**config.mk**
```make
export PLATFORM = sky130hd
export DESIGN_NAME = alu_seq
export DESIGN_NICKNAME = d
export VERILOG_FILES = /design/src/rtl/alu_seq.sv
export SDC_FILE = /design/constraint.sdc
export NUM_CORES = 1
export LEC_CHECK = 0
export ABC_AREA = 1
export CAP_MARGIN = 20
export CORE_UTILIZATION = 50
export DETAILED_ROUTE_END_ITERATION = 12
export PLACE_DENSITY_LB_ADDON = 0.12
export SYNTH_ARGS = -nofsm -noshare
export SYNTH_HDL_FRONTEND = slang
export SYNTH_SLANG_ARGS = --single-unit
export TNS_END_PERCENT = 30
```
**constraint.sdc**
```tcl
create_clock -name clk -period 2.41 [get_ports clk]
set_input_delay 0.482 -clock clk [delete_from_list [all_inputs] [get_ports clk]]
set_output_delay 0.482 -clock clk [all_outputs]
set_load 0.005 [all_outputs]
```
**src/rtl/alu_seq.sv**
```systemverilog
// alu_seq: registered ALU with single-cycle add/xor/not/zero ops
// and a one-bit-per-cycle shifter (LSL, LSR, ASR).
module alu_seq #(
   parameter int W  = 8,
   parameter int SW = $clog2(W)
) (
   input  logic          clk,
   input  logic          reset,
   input  logic          start,
   input  logic [2:0]    aluop,
   input  logic [1:0]    mode,
   input  logic [W-1:0]  data,
   input  logic [W-1:0]  datb,
   input  logic          sci,
   input  logic          ci,
   output logic [W-1:0]  rslt,
   output logic          co,
   output logic          sco,
   output logic          gt,
   output logic          eq,
   output logic          clear,
   output logic          busy,
   output logic          done
);

   typedef enum logic {IDLE, SHIFT} state_t;

   state_t         state_q, state_d;
   logic [W-1:0]   wreg_q, wreg_d;
   logic [SW-1:0]  cnt_q, cnt_d;
   logic [1:0]     mode_q, mode_d;
   logic [W-1:0]   rslt_d;
   logic           co_d, sco_d, gt_d, eq_d, clear_d, busy_d, done_d;

   logic [W-1:0]   sh_in, sh_out;
   logic [1:0]     sh_mode;
   logic           sh_bit, sh_co, sh_sco;
   logic [W:0]     sum;
   logic [SW-1:0]  n;

   // one-bit shift step; the accept edge shifts the raw operand,
   // later edges shift the working register
   always_comb begin
      sh_in   = (state_q == SHIFT) ? wreg_q : data;
      sh_mode = (state_q == SHIFT) ? mode_q : mode;
      sh_out  = sh_in;
      sh_bit  = 1'b0;
      case (sh_mode)
         2'b00: begin
            sh_out = {sh_in[W-2:0], 1'b0};
            sh_bit = sh_in[W-1];
         end
         2'b10: begin
            sh_out = {1'b0, sh_in[W-1:1]};
            sh_bit = sh_in[0];
         end
         2'b11: begin
            sh_out = {sh_in[W-1], sh_in[W-1:1]};
            sh_bit = sh_in[0];
         end
         default: begin
            sh_out = sh_in;
            sh_bit = 1'b0;
         end
      endcase
      sh_sco = (sh_mode == 2'b00) & sh_bit;
      sh_co  = (sh_mode != 2'b00) & sh_bit;
      sum    = {1'b0, data} + {1'b0, datb}
             + {{W{1'b0}}, sci} + {{W{1'b0}}, ci};
      n      = datb[SW-1:0];
   end

   // next-state and result logic; results only change with done
   always_comb begin
      state_d = state_q;
      wreg_d  = wreg_q;
      cnt_d   = cnt_q;
      mode_d  = mode_q;
      rslt_d  = rslt;
      co_d    = co;
      sco_d   = sco;
      gt_d    = gt;
      eq_d    = eq;
      clear_d = clear;
      busy_d  = busy;
      done_d  = 1'b0;
      case (state_q)
         IDLE: begin
            busy_d = 1'b0;
            if (start) begin
               rslt_d  = '0;
               co_d    = 1'b0;
               sco_d   = 1'b0;
               gt_d    = 1'b0;
               eq_d    = 1'b0;
               clear_d = 1'b0;
               done_d  = 1'b1;
               case (aluop)
                  3'b000: begin
                     {co_d, rslt_d} = sum;
                     clear_d = 1'b1;
                     gt_d    = data > datb;
                     eq_d    = data == datb;
                  end
                  3'b001: rslt_d = data ^ datb;
                  3'b101: begin
                     if (mode == 2'b01) begin
                        rslt_d = ~data;
                     end else if (n == '0) begin
                        rslt_d = data;
                     end else if (n == SW'(1)) begin
                        rslt_d = sh_out;
                        co_d   = sh_co;
                        sco_d  = sh_sco;
                     end else begin
                        // multi-cycle: hold visible results
                        rslt_d  = rslt;
                        co_d    = co;
                        sco_d   = sco;
                        gt_d    = gt;
                        eq_d    = eq;
                        clear_d = clear;
                        done_d  = 1'b0;
                        busy_d  = 1'b1;
                        wreg_d  = sh_out;
                        cnt_d   = n - SW'(1);
                        mode_d  = mode;
                        state_d = SHIFT;
                     end
                  end
                  default: rslt_d = '0;
               endcase
            end
         end
         SHIFT: begin
            busy_d = 1'b1;
            wreg_d = sh_out;
            cnt_d  = cnt_q - SW'(1);
            if (cnt_q == SW'(1)) begin
               rslt_d  = sh_out;
               co_d    = sh_co;
               sco_d   = sh_sco;
               gt_d    = 1'b0;
               eq_d    = 1'b0;
               clear_d = 1'b0;
               done_d  = 1'b1;
               busy_d  = 1'b0;
               state_d = IDLE;
            end
         end
         default: state_d = IDLE;
      endcase
   end

   // state and output registers, synchronous reset
   always_ff @(posedge clk) begin
      if (reset) begin
         state_q <= IDLE;
         wreg_q  <= '0;
         cnt_q   <= '0;
         mode_q  <= '0;
         rslt    <= '0;
         co      <= 1'b0;
         sco     <= 1'b0;
         gt      <= 1'b0;
         eq      <= 1'b0;
         clear   <= 1'b0;
         busy    <= 1'b0;
         done    <= 1'b0;
      end else begin
         state_q <= state_d;
         wreg_q  <= wreg_d;
         cnt_q   <= cnt_d;
         mode_q  <= mode_d;
         rslt    <= rslt_d;
         co      <= co_d;
         sco     <= sco_d;
         gt      <= gt_d;
         eq      <= eq_d;
         clear   <= clear_d;
         busy    <= busy_d;
         done    <= done_d;
      end
   end

endmodule

```
=== Word-level counts from Yosys, hierarchy flattened ===
Cells that the tools add are included.

* Bitwise gates (word level): 8
* Reduce and logical (&&, ||, !) cells: 8
* Order comparisons: 1
* Eq/ne operators: 15
* Add/subtract/negate cells: 5
* Muxes and demuxes: 64

{| class="wikitable"
|+ Operator list
! operator !! count
|-
| 8-bit two-way mux || 11
|-
| 8-bit one-hot mux with 3 select lines || 2
|-
| 8-bit one-hot mux with 2 select lines || 2
|-
| 1-bit two-way mux || 30
|-
| 1-bit one-hot mux with 2 select lines || 12
|-
| 9-bit by 1-bit adder with 9-bit output || 2
|-
| 3-bit two-way mux || 5
|-
| 8-bit by 8-bit adder with 9-bit output || 1
|-
| 3-bit by 1-bit equality test with 1-bit output, second input constant || 3
|-
| 8-bit equality test || 1
|-
| 8-bit > comparator || 1
|-
| 2-bit inequality test, second input constant || 4
|-
| 8-bit inverter || 1
|-
| 8-bit bitwise XOR || 1
|-
| 3-bit zero test || 2
|-
| 3-bit one-hot mux with 2 select lines || 1
|-
| 6-bit AND reduction || 1
|-
| 3-bit by 1-bit subtractor with 3-bit output, second input constant || 2
|-
| 5-bit inequality test, second input constant || 1
|-
| 5-bit AND reduction || 1
|-
| 2-bit equality test, second input constant || 2
|-
| 2-bit by 1-bit inequality test with 1-bit output, second input constant || 2
|-
| 1-bit inverter || 4
|-
| 3-bit equality test, second input constant || 1
|-
| 7 further kinds || 8
|}

* Register bits: 28
* Logic and storage cells: 112

=== Longest topological paths before layout ===
* Depth in word-level cells: 11
* Depth in mapped cells: 15
* Gate-level depth less buffers: 15

=== Worst setup path after synthesis ===
No wires, ideal clock.

* Path type: in2reg
* Start point: in data[0]
* End point: reg rslt[2]
* Arrival: 2.217 ns
* Buffers on the path: 0
* Stages on the path: 8
* Library setup time: 0.122 ns
* Path slack: 0.071 ns
* Path through: fa_1 -> ha_1 -> fa_1 -> or2_2 -> a32oi_1 -> nand2_1 -> nand2_1 -> a21oi_2

* Word-level cells in the longest chain between the ends: 6

{| class="wikitable"
|+ RTL lines
! item !! line !! text
|-
| from (decl) || 12 || <nowiki>input logic [W-1:0] data,</nowiki>
|-
| 8-bit by 8-bit adder with 9-bit output || 68 || <nowiki>sum = {1'b0, data} + {1'b0, datb}</nowiki>
|-
| 9-bit by 1-bit adder with 9-bit output (2 in a row) || 69 || <nowiki>+ {{W{1'b0}}, sci} + {{W{1'b0}}, ci};</nowiki>
|-
| 8-bit one-hot mux with 3 select lines || 98 || <nowiki>case (aluop)</nowiki>
|-
| 8-bit two-way mux || 90 || <nowiki>if (start) begin</nowiki>
|-
| 8-bit one-hot mux with 2 select lines || 87 || <nowiki>case (state_q)</nowiki>
|-
| to (signal assigned) || 175 || <nowiki>rslt <= rslt_d;</nowiki>
|-
| to (decl) || 16 || <nowiki>output logic [W-1:0] rslt,</nowiki>
|}

No other way between the ends. The select of a mux whose other input is x is not followed.
A chain may end at the register's enable or synchronous reset.

=== Final worst setup path ===
* Start point: in datb[3]
* End point: reg rslt[5]

* Word-level cells in the longest chain between the ends: 6

{| class="wikitable"
|+ RTL lines
! item !! line !! text
|-
| from (decl) || 13 || <nowiki>input logic [W-1:0] datb,</nowiki>
|-
| 8-bit by 8-bit adder with 9-bit output || 68 ||
|-
| 9-bit by 1-bit adder with 9-bit output (2 in a row) || 69 ||
|-
| 8-bit one-hot mux with 3 select lines || 98 ||
|-
| 8-bit two-way mux || 90 ||
|-
| 8-bit one-hot mux with 2 select lines || 87 ||
|}

No other way between the ends. The select of a mux whose other input is x is not followed.

==> metrics.cfg <==
[run_status]
outcome = completed

[critical_path]
required_ps = 2640
crit_path_end = rslt[5]$_SDFFE_PP0P_
r2r-start = state_q$_SDFF_PP0_
r2r-end = rslt[7]$_SDFFE_PP0P_
cp-start-kind = input pin
rrSetupSlack_ps = 540
critPathKind = in -> reg
crit_fanout = 4
cp-end-kind = register
cp.arrival_ps = 2520
crit_start = datb[3]
reg2reg_depth = 12

[placed_design]
hpwl_um = 6630
dp_cells = 612
gp_congestion = 0.932
port-buffer-count = 40

[cells_and_area]
multi_input_area_sq_um = 1960
antenna_cells = 0
n_fill_cell = 454
area_delta_synth_final_pct = 37.5
layout-drive-gt1-share_pct = 18.5
final_util_pct = 72.8
layoutNonFillerInstCount = 616
ff_latch_area_sq_um = 561
nNetsFinal = 603

[clock_network]
path_clk_slew_ps = 110
numCtsBuffers = 3
root_buffer = clkbuf_8
cts_hold_buf = 0
cts_tree = done
cts_buffer_depth = 2
cts_max_level = 1
clk_latency_ps = 280
clock-sinks = 28
cts_setup_buffers = 0

[sta]
fin_skew_ps = 2.89
period_share_pct = 95.1
hold_viol = 0
setup_tns_ps = 0
setup_viol = 0
slew_violations = 0
min_period_ps = 2290
worst_pin_slew_ps = 477
max_freq_mhz = 436
slew_headroom_pct = 68.1

[global_route]
grt_pass1_wl_um = 14000
antenna_found_initial = 0
grt_max_degree = 26
grt.overflow.total = 0
track_usage_pct = 29.7
first_global_vias = 3063

[yosys]
syn_inst = 455
synth-seq-cells = 28
synthFlopType = dfxtp_1
synth_cell_types = 35
yosys_warnings = 0
synthesis.area_sq_um = 2770
synth_edf_count = 0
synth_top_area_share_pct = 20.2
yosys.area.top_type = dfxtp_1
synthArstFlopShare_pct = 0
syn_area_per_cell_sq_um = 6.10
syn-num-nets = 511
yosysSeqAreaShare_pct = 20.2
synth.area.top_cells = dfxtp_1, nand2_1, ha_1

[die]
core_sq_um = 5240
pin_count = 41
placementRows = 26
fp.dieW_um = 76.5
start_util_pct = 53.0
dieArea_sq_um = 5850
die_h_um = 76.5

[routing]
avgViaCountPerCell = 5.29
drt-total-wl_um = 8510
vias = 3257
drtIter0Drc = 192
dr.pass1.iters = 5
routedWlPerCell_um = 13.8
antenna_left = 0
drc = 0

[power]
ir_drop_uv = 270
p_per_area_nw_per_um2 = 406
leakagePower_nw = 1.92

[worst_hold_path]
hp-class = reg -> reg

[job]
max_cap_viol_count = 0

## Yosys cell counts (3+ instances only)
master	instances
ha_1	28
nand3_1	35
nor3_1	3
inv_1	75
nor2_1	30
dfxtp_1	28
nand2_2	5
nand4_1	7
a21oi_1	39
o21ai_0	33
buf_2	3
buf_4	3
nand2_1	134
buf_6	5
## layout by cell type (no fill, tap or decap), types with 8 or more instances in the layout
| master | Yosys | routed |
|---|---|---|
| nand2_1 | 134 | 131 |
| nand2_2 | 5 | 8 |
| nand3_1 | 35 | 35 |
| o21ai_0 | 33 | 33 |
| a21oi_1 | 39 | 35 |
| ha_1 | 28 | 20 |
| buf_4 | 3 | 60 |
| inv_1 | 75 | 71 |
| clkdlybuf4s50_1 | 0 | 35 |
| dfxtp_1 | 28 | 28 |
| nor2_1 | 30 | 30 |
## report_power, final
group          internal [mW]  leakage, nW  switching [mW]
logic                  0.309         1.66           0.346
clock network          0.223       0.0357           0.166
registers              0.489        0.229          0.0163
total                   1.02         1.92           0.528
## cells by family (layout without fill, tap and decap cells)
family,after synthesis,count (layout),synth area share [%]
xor gates and xnor gates,1,1,0.316
DFF,28,28,20.2
adders and majority gates,30,30,14.1
AOI/OAI and AO/OA,85,85,16.7
buffers and inverters,89,180,13.9
and+or+nand+nor,222,222,34.7
## routing by layer
metal | part of all wire, % | wire length, um | track usage, % | up-vias
met2 | 45 | 3830 | 49.6 | 141
met5 | 0 | 0 | 0 | -
met3 | 7.4 | 630 | 5.03 | 20
met1 | 45 | 3820 | 38.9 | 1461
met4 | 2.6 | 223 | 8.85 | 0
li1 | - | - | - | 1635
## cell type report
type	instances	share of cell area [%]
Tap cell	70	2.30
Clock inverter	1	0.787
Sequential cell	28	14.7
Clock buffer	3	1.08
Multi-Input combinational cell	338	51.3
Timing Repair Buffer	100	22.3
Inverter	76	7.48
## through the flow
| stage | hold WS [ps] | setup slack, ps | cell area, sq um | power [mW] |
|---|---|---|---|---|
| after floorplan | 429 | 71.2 | 2770 | 0.844 |
| after global placement | 441 | -447 | 3610 | 1.10 |
| after detailed placement | 448 | -483 | 3610 | 1.11 |
| after CTS | 464 | 35.6 | 3690 | 1.51 |
| after global routing | 478 | -36.1 | 3810 | 1.65 |
| final | 462 | 118 | 3810 | 1.55 |
## flip-flops by register name, indices dropped and copies added, names as in the netlist, 2 cells and up
signal,flops
rslt,8
wreg_q,8
cnt_q,3
mode_q,2
## timing repair
| action | 4_1_cts | 5_1_grt |
|---|---|---|
| gates resized for setup | 6 | 22 |
| pin swaps | 4 | 2 |
| endpoints found under the setup margin | 4 | 6 |
## how the worst min path moves through the flow
stage          depth (start not counted)                      to                    from  slack (ps)
3_5_place_dp                           2  wreg_q[0]$_SDFFE_PP0P_  wreg_q[0]$_SDFFE_PP0P_         450
4_1_cts                                2  wreg_q[0]$_SDFFE_PP0P_  wreg_q[0]$_SDFFE_PP0P_         460
6_report                               2  wreg_q[0]$_SDFFE_PP0P_  wreg_q[0]$_SDFFE_PP0P_         460
5_1_grt                                2  wreg_q[0]$_SDFFE_PP0P_  wreg_q[0]$_SDFFE_PP0P_         480
3_3_place_gp                           2  wreg_q[0]$_SDFFE_PP0P_  wreg_q[0]$_SDFFE_PP0P_         440
2_1_floorplan                          2  wreg_q[0]$_SDFFE_PP0P_  wreg_q[0]$_SDFFE_PP0P_         430
## critical path, stage by stage
cell,delay (ps)
clkdlybuf4s50_1,480
inv_1,50
ha_1,280
inv_1,140
ha_4,240
nand2_1,80
inv_1,50
nand3_1,110
nand3_1,80
nand2_1,60
nand3_1,70
nand2_1,90
inv_1,50
nand2_2,70
nand2_1,60
a21oi_2,120
Note: power is estimated with default switching activity, not from simulation.
==> RTL change 1 (config.mk and constraints unchanged) <==
The parameter `W` goes from 8 to 4.
--- a/src/rtl/alu_seq.sv
+++ b/src/rtl/alu_seq.sv
@@ -1,7 +1,7 @@
 // alu_seq: registered ALU with single-cycle add/xor/not/zero ops
 // and a one-bit-per-cycle shifter (LSL, LSR, ASR).
 module alu_seq #(
-   parameter int W  = 8,
+   parameter int W  = 4,
    parameter int SW = $clog2(W)
 ) (
    input  logic          clk,
Interface: changed (resized data, datb and rslt); port bits go from 41 to 29. No check against the original RTL was run, so the function may have changed too.
==> RTL change 1 against the unedited design <==
  * Cell area fell by 44%
  * Critical endpoint is now co
  * Sequential power fell by 33%
  * Routed wire length fell by 53%
  * Non-clock buffer count fell by 47
  * Utilization fell by 2.9 points
  * Sequential cell count fell by 9
  * Worst setup slack got worse by 25 ps
  * Critical path depth fell by 4
  * Power fell by 47%
  * Critical path type unchanged
  * Synthesized area fell by 42%
  * First-iteration DRC count fell by 42%
  * Via count fell by 48%
==> RTL change 1: results <==
export IMPL_outcome="completed"
export IMPL_first_pass_iters=6
export IMPL_grtUsageTotal=0.2561
export IMPL_cts_num_sinks=19
export IMPL_cellLeakagePower_nw=1.003
export IMPL_cts_setup_buffers=0
export IMPL_synth_top_flop_cell="sky130_fd_sc_hd__dfxtp_1"
export IMPL_routed_len_inst_um=11.86
export IMPL_cts_buffers=3
export IMPL_min_delay_path_class="register to register"
export IMPL_ctsHtreeMaxLevel=1
export IMPL_worstSkewPairLatency_ps=320
export IMPL_placement_cell_area_mm2=0.002087
export IMPL_final_layout_size_suffix_gt1_frac=0.2310
export IMPL_report_final_hold_viol_count=0
export IMPL_n_fill_cell=291
export IMPL_timing_critical_path_slowest_cell_delay_ps=490
export IMPL_fraction_of_post_synthesis_cell_area_in_the_top_cell_type_by_area=0.2375
export IMPL_worst_path_max_fanout=3
export IMPL_globalplace_congestion=0.9358
export IMPL_async_flop_share=0
export IMPL_antenna_cells_inserted=0
export IMPL_use_met3=0.03956
export IMPL_antenna_violations_before_repair=0
export IMPL_drt_first_iter_violations=112
export IMPL_grt_pass1_wl_um=6693
export IMPL_clockRootBuffer="sky130_fd_sc_hd__clkbuf_4"
export IMPL_finClkSkew_ps=20.77
export IMPL_yosys_top_cells_count="64 x sky130_fd_sc_hd__nand2_1, 28 x sky130_fd_sc_hd__a21oi_1, 28 x sky130_fd_sc_hd__inv_1, 19 x sky130_fd_sc_hd__dfxtp_1, 15 x sky130_fd_sc_hd__nor2_1"
export IMPL_clk_buf_depth=2
export IMPL_clkTransAtPathRegs_ps=130
export IMPL_biggestRegsByFlops="rslt: 4 flops, wreg_q: 4 flops"
export IMPL_grt_max_degree=19
export IMPL_dp_slack_ps=-384.6
export IMPL_crit_arrival_ps=2520
export IMPL_synth_seq_area_share=0.2375
export IMPL_finalSetupTns_ps=0
export IMPL_worst_slew_pin_transition_ps=414.2
export IMPL_detailedPlacementHpwl_um=3182
export IMPL_dp_cell_count=330
export IMPL_syn_nets=273
export IMPL_critical_path_slowest_cell="sky130_fd_sc_hd__fa_1"
export IMPL_grt_use_met1=0.3130
export IMPL_number_of_standard_cells_after_synthesis=239
export IMPL_vias_per_cell=5.024
export IMPL_num_vias=1678
export IMPL_globalRouteMet2Util=0.4795
export IMPL_buffer_ports_inserted=28
export IMPL_vdd_ir_drop_max_uv=315.6
export IMPL_vias_in_the_first_global_route=1550
export IMPL_yosysMostFrequentCell="sky130_fd_sc_hd__nand2_1"
export IMPL_netlist_cell_type_count=34
export IMPL_yosys_top_cells_area="sky130_fd_sc_hd__dfxtp_1 24%, sky130_fd_sc_hd__nand2_1 15%, sky130_fd_sc_hd__ha_1 11%"
export IMPL_yosys_warns=0
RTL change 1: stage by stage:
step / hold WS [ps] / total power [mW] / utilization
final: 464.7 / 0.8212 / 0.6988
after global placement: 443.0 / 0.6413 / 0.6836
after CTS: 469.4 / 0.8124 / 0.6926
after floorplan: 430.0 / 0.5142 / -
after detailed placement: 450.6 / 0.6453 / 0.6836
after global routing: 477.0 / 0.8668 / 0.6988
RTL change 1: path summary, 6_finish.rpt:
| check | start | end | slack (ps) | cells after the start |
|---|---|---|---|---|
| setup reg to reg | state_q | rslt[2] | 670 | 11 |
| setup / recovery | ci | co | 90 | 12 |
| hold / removal | wreg_q[0] | wreg_q[0] | 460 | 2 |
| hold reg to reg | wreg_q[0] | wreg_q[0] | 460 | 2 |
RTL change 1: cells by family after synthesis:
group | synth area share
flops | 0.2375
compound gates | 0.2000
xor+xnor | 0.005470
simple gates | 0.3070
buf+inv | 0.1156
fa+ha+maj | 0.1344
RTL change 1: power by group:
part	total, mW	switching (mW)	internal (mW)
logic	0.312	0.162	0.150
clock network	0.172	0.110	0.0622
registers	0.337	0.00891	0.329
RTL change 1: area by class of cell:
class	instances	area [um^2]	share of cell area
tap	44	55.05	0.02581
timing repair buffer	53	478.0	0.2240
clock buffer	3	22.52	0.01056
sequential	19	380.4	0.1783
multi-input combinational	179	1057	0.4956
inverter	35	135.1	0.06334
clock inverter	1	5.005	0.002346
RTL change 1: critical path: cells and delay by family:
family	cells	cell delay [ps]
compound gates	1	80
xor+xnor	1	120
simple gates	4	300
fa+ha+maj	3	1000
buf+inv	3	540
RTL change 1: per-layer routing:
| layer | up-vias | wire length (um) | share of wire |
|---|---|---|---|
| met5 | - | 0 | 0 |
| met4 | 0 | 49 | 0.012 |
| met3 | 6 | 116 | 0.029 |
| met2 | 34 | 1988 | 0.50 |
| met1 | 762 | 1806 | 0.46 |
| li1 | 876 | - | - |
RTL change 1: what timing repair did:
| item | 4_1_cts | 5_1_grt |
|---|---|---|
| hold endpoints to repair | 0 | 0 |
| pin swaps | 0 | 0 |
| resized for setup | 3 | 4 |
| setup endpoints to repair | 2 | 4 |
==> RTL change 2 (config.mk and constraints unchanged) <==
Without the edit above. Reset style: asynchronous (`reset`), changed in one clocked block. Comments in the files are not updated.
--- a/src/rtl/alu_seq.sv
+++ b/src/rtl/alu_seq.sv
@@ -153,7 +153,7 @@
    end
 
    // state and output registers, synchronous reset
-   always_ff @(posedge clk) begin
+   always_ff @(posedge clk or posedge reset) begin
       if (reset) begin
          state_q <= IDLE;
          wreg_q  <= '0;
Check against the original RTL: differs if reset is asserted again (counterexample within 4 cycles, from zero or initial values and one cycle with reset high); with reset held inactive, the same outputs for 10 cycles.
==> RTL change 2 against the unedited design <==
  * Sequential cell count stayed put
  * Largest cell class unchanged
  * Count of clock-buffer cells in the layout is 1 higher
  * Non-clock buffer count is 3 lower
  * Worst setup slack worse by 74 ps
  * Synthesized area is 1.6% higher
  * Cell area is 1.3% higher
  * Sequential share of layout area is 3.4 points higher
  * First-iteration DRC count is 26% higher
  * Critical path type unchanged
  * Clock skew is 4.9 ps higher
  * Routed wire length is 0.16% lower
  * Hold slack better by 27 ps
  * Global-route usage is 1.2 points lower
Power is not compared: it rests on default switching activity, and its combinational part moved more than twofold at a synthesized area within 25%.
==> RTL change 2: results <==
export IMPL_layout_cells_non_filler=577
export IMPL_grt_max_degree=29
export IMPL_use_met3=0.03214
export IMPL_syn_nets=471
export IMPL_final_layout_size_suffix_gt1_frac=0.2347
export IMPL_globalRouteMet2Util=0.4464
export IMPL_synth_seq_area_share=0.2487
export IMPL_critical_path_top_delay_family="adder cells"
export IMPL_dp_cell_count=570
export IMPL_start_point_of_the_worst_min_delay_path="wreg_q[4]"
export IMPL_rr_endpoint="rslt[3]"
export IMPL_yosys_top_cells_area="sky130_fd_sc_hd__dfrtp_1 25%, sky130_fd_sc_hd__nand2_1 16%, sky130_fd_sc_hd__ha_1 12%"
export IMPL_async_flop_share=1.000
export IMPL_grt_use_met1=0.4093
export IMPL_outcome="completed"
export IMPL_globalplace_congestion=0.8932
export IMPL_grtUsageTotal=0.2854
export IMPL_vias_per_cell=5.464
export IMPL_crit_arrival_ps=2540
export IMPL_detail_route_wirelength_met1_um=3818
export IMPL_hold_path_end="wreg_q[4]"
export IMPL_vias_in_the_first_global_route=2921
export IMPL_first_pass_iters=6
export IMPL_dp_slack_ps=-488.1
export IMPL_critical_path_slowest_cell="sky130_fd_sc_hd__fa_1"
export IMPL_yosys_top_cells_count="119 x sky130_fd_sc_hd__nand2_1, 57 x sky130_fd_sc_hd__inv_1, 34 x sky130_fd_sc_hd__nor2_1, 29 x sky130_fd_sc_hd__a21oi_1"
export IMPL_whs_ps=489.6
export IMPL_worstReg2RegStart="state_q"
export IMPL_met2WireLength_um=3822
export IMPL_n_fill_cell=430
export IMPL_max_slew_headroom=0.7256
-- RTL change 2: area by class of cell --
class	instances	area, um^2	area share
clock buffers	4	55.05	0.01425
repair buffers	97	844.6	0.2186
multi-input cells	316	1943	0.5029
inverters	62	232.7	0.06023
flip-flops and latches	28	700.7	0.1813
well taps	70	87.58	0.02267
-- RTL change 2: worst max-delay path by stage --
stage,startpoint,endpoint,slack [ps],cells past startpoint
detailed placement,data[0],rslt[4],-490,13
CTS,datb[2],rslt[3],-10,14
global placement,data[0],rslt[2],-420,9
global route,datb[3],rslt[4],-60,15
finish,ci,rslt[2],40,9
floorplan,data[0],rslt[2],80,8
-- RTL change 2: kinds of logic after synthesis --
group	Yosys count	share of synthesized area
xor+xnor	1	0.003109
simple gates	207	0.3282
flops	28	0.2487
buf+inv	71	0.1172
compound gates	78	0.1643
fa+ha+maj	30	0.1385
-- RTL change 2: worst register-to-register path: cells and delay by family (launching register included) --
| kind | cells | cell delay, ps |
|---|---|---|
| AO/OA/AOI/OAI | 2 | 220 |
| flip-flops | 1 | 400 |
| buffers and inverters | 2 | 610 |
| AND/OR/NAND/NOR | 5 | 570 |
-- RTL change 2: what timing repair did --
item,4_1_cts,5_1_grt
endpoints found under the hold margin,0,0
gates resized for setup,6,32
pin swaps,5,7
setup endpoints to repair,9,12
setup buffers,2,1
-- RTL change 2: power by group through the flow --
stage | logic (mW) | registers, mW | clock network (mW)
final | 1.82 | 0.805 | 0.301
after global routing | 2.01 | 0.821 | 0.325
after CTS | 1.72 | 0.799 | 0.306
after detailed placement | 1.68 | 0.802 | 0
after global placement | 1.65 | 0.805 | 0
after floorplan | 1.09 | 0.794 | 0
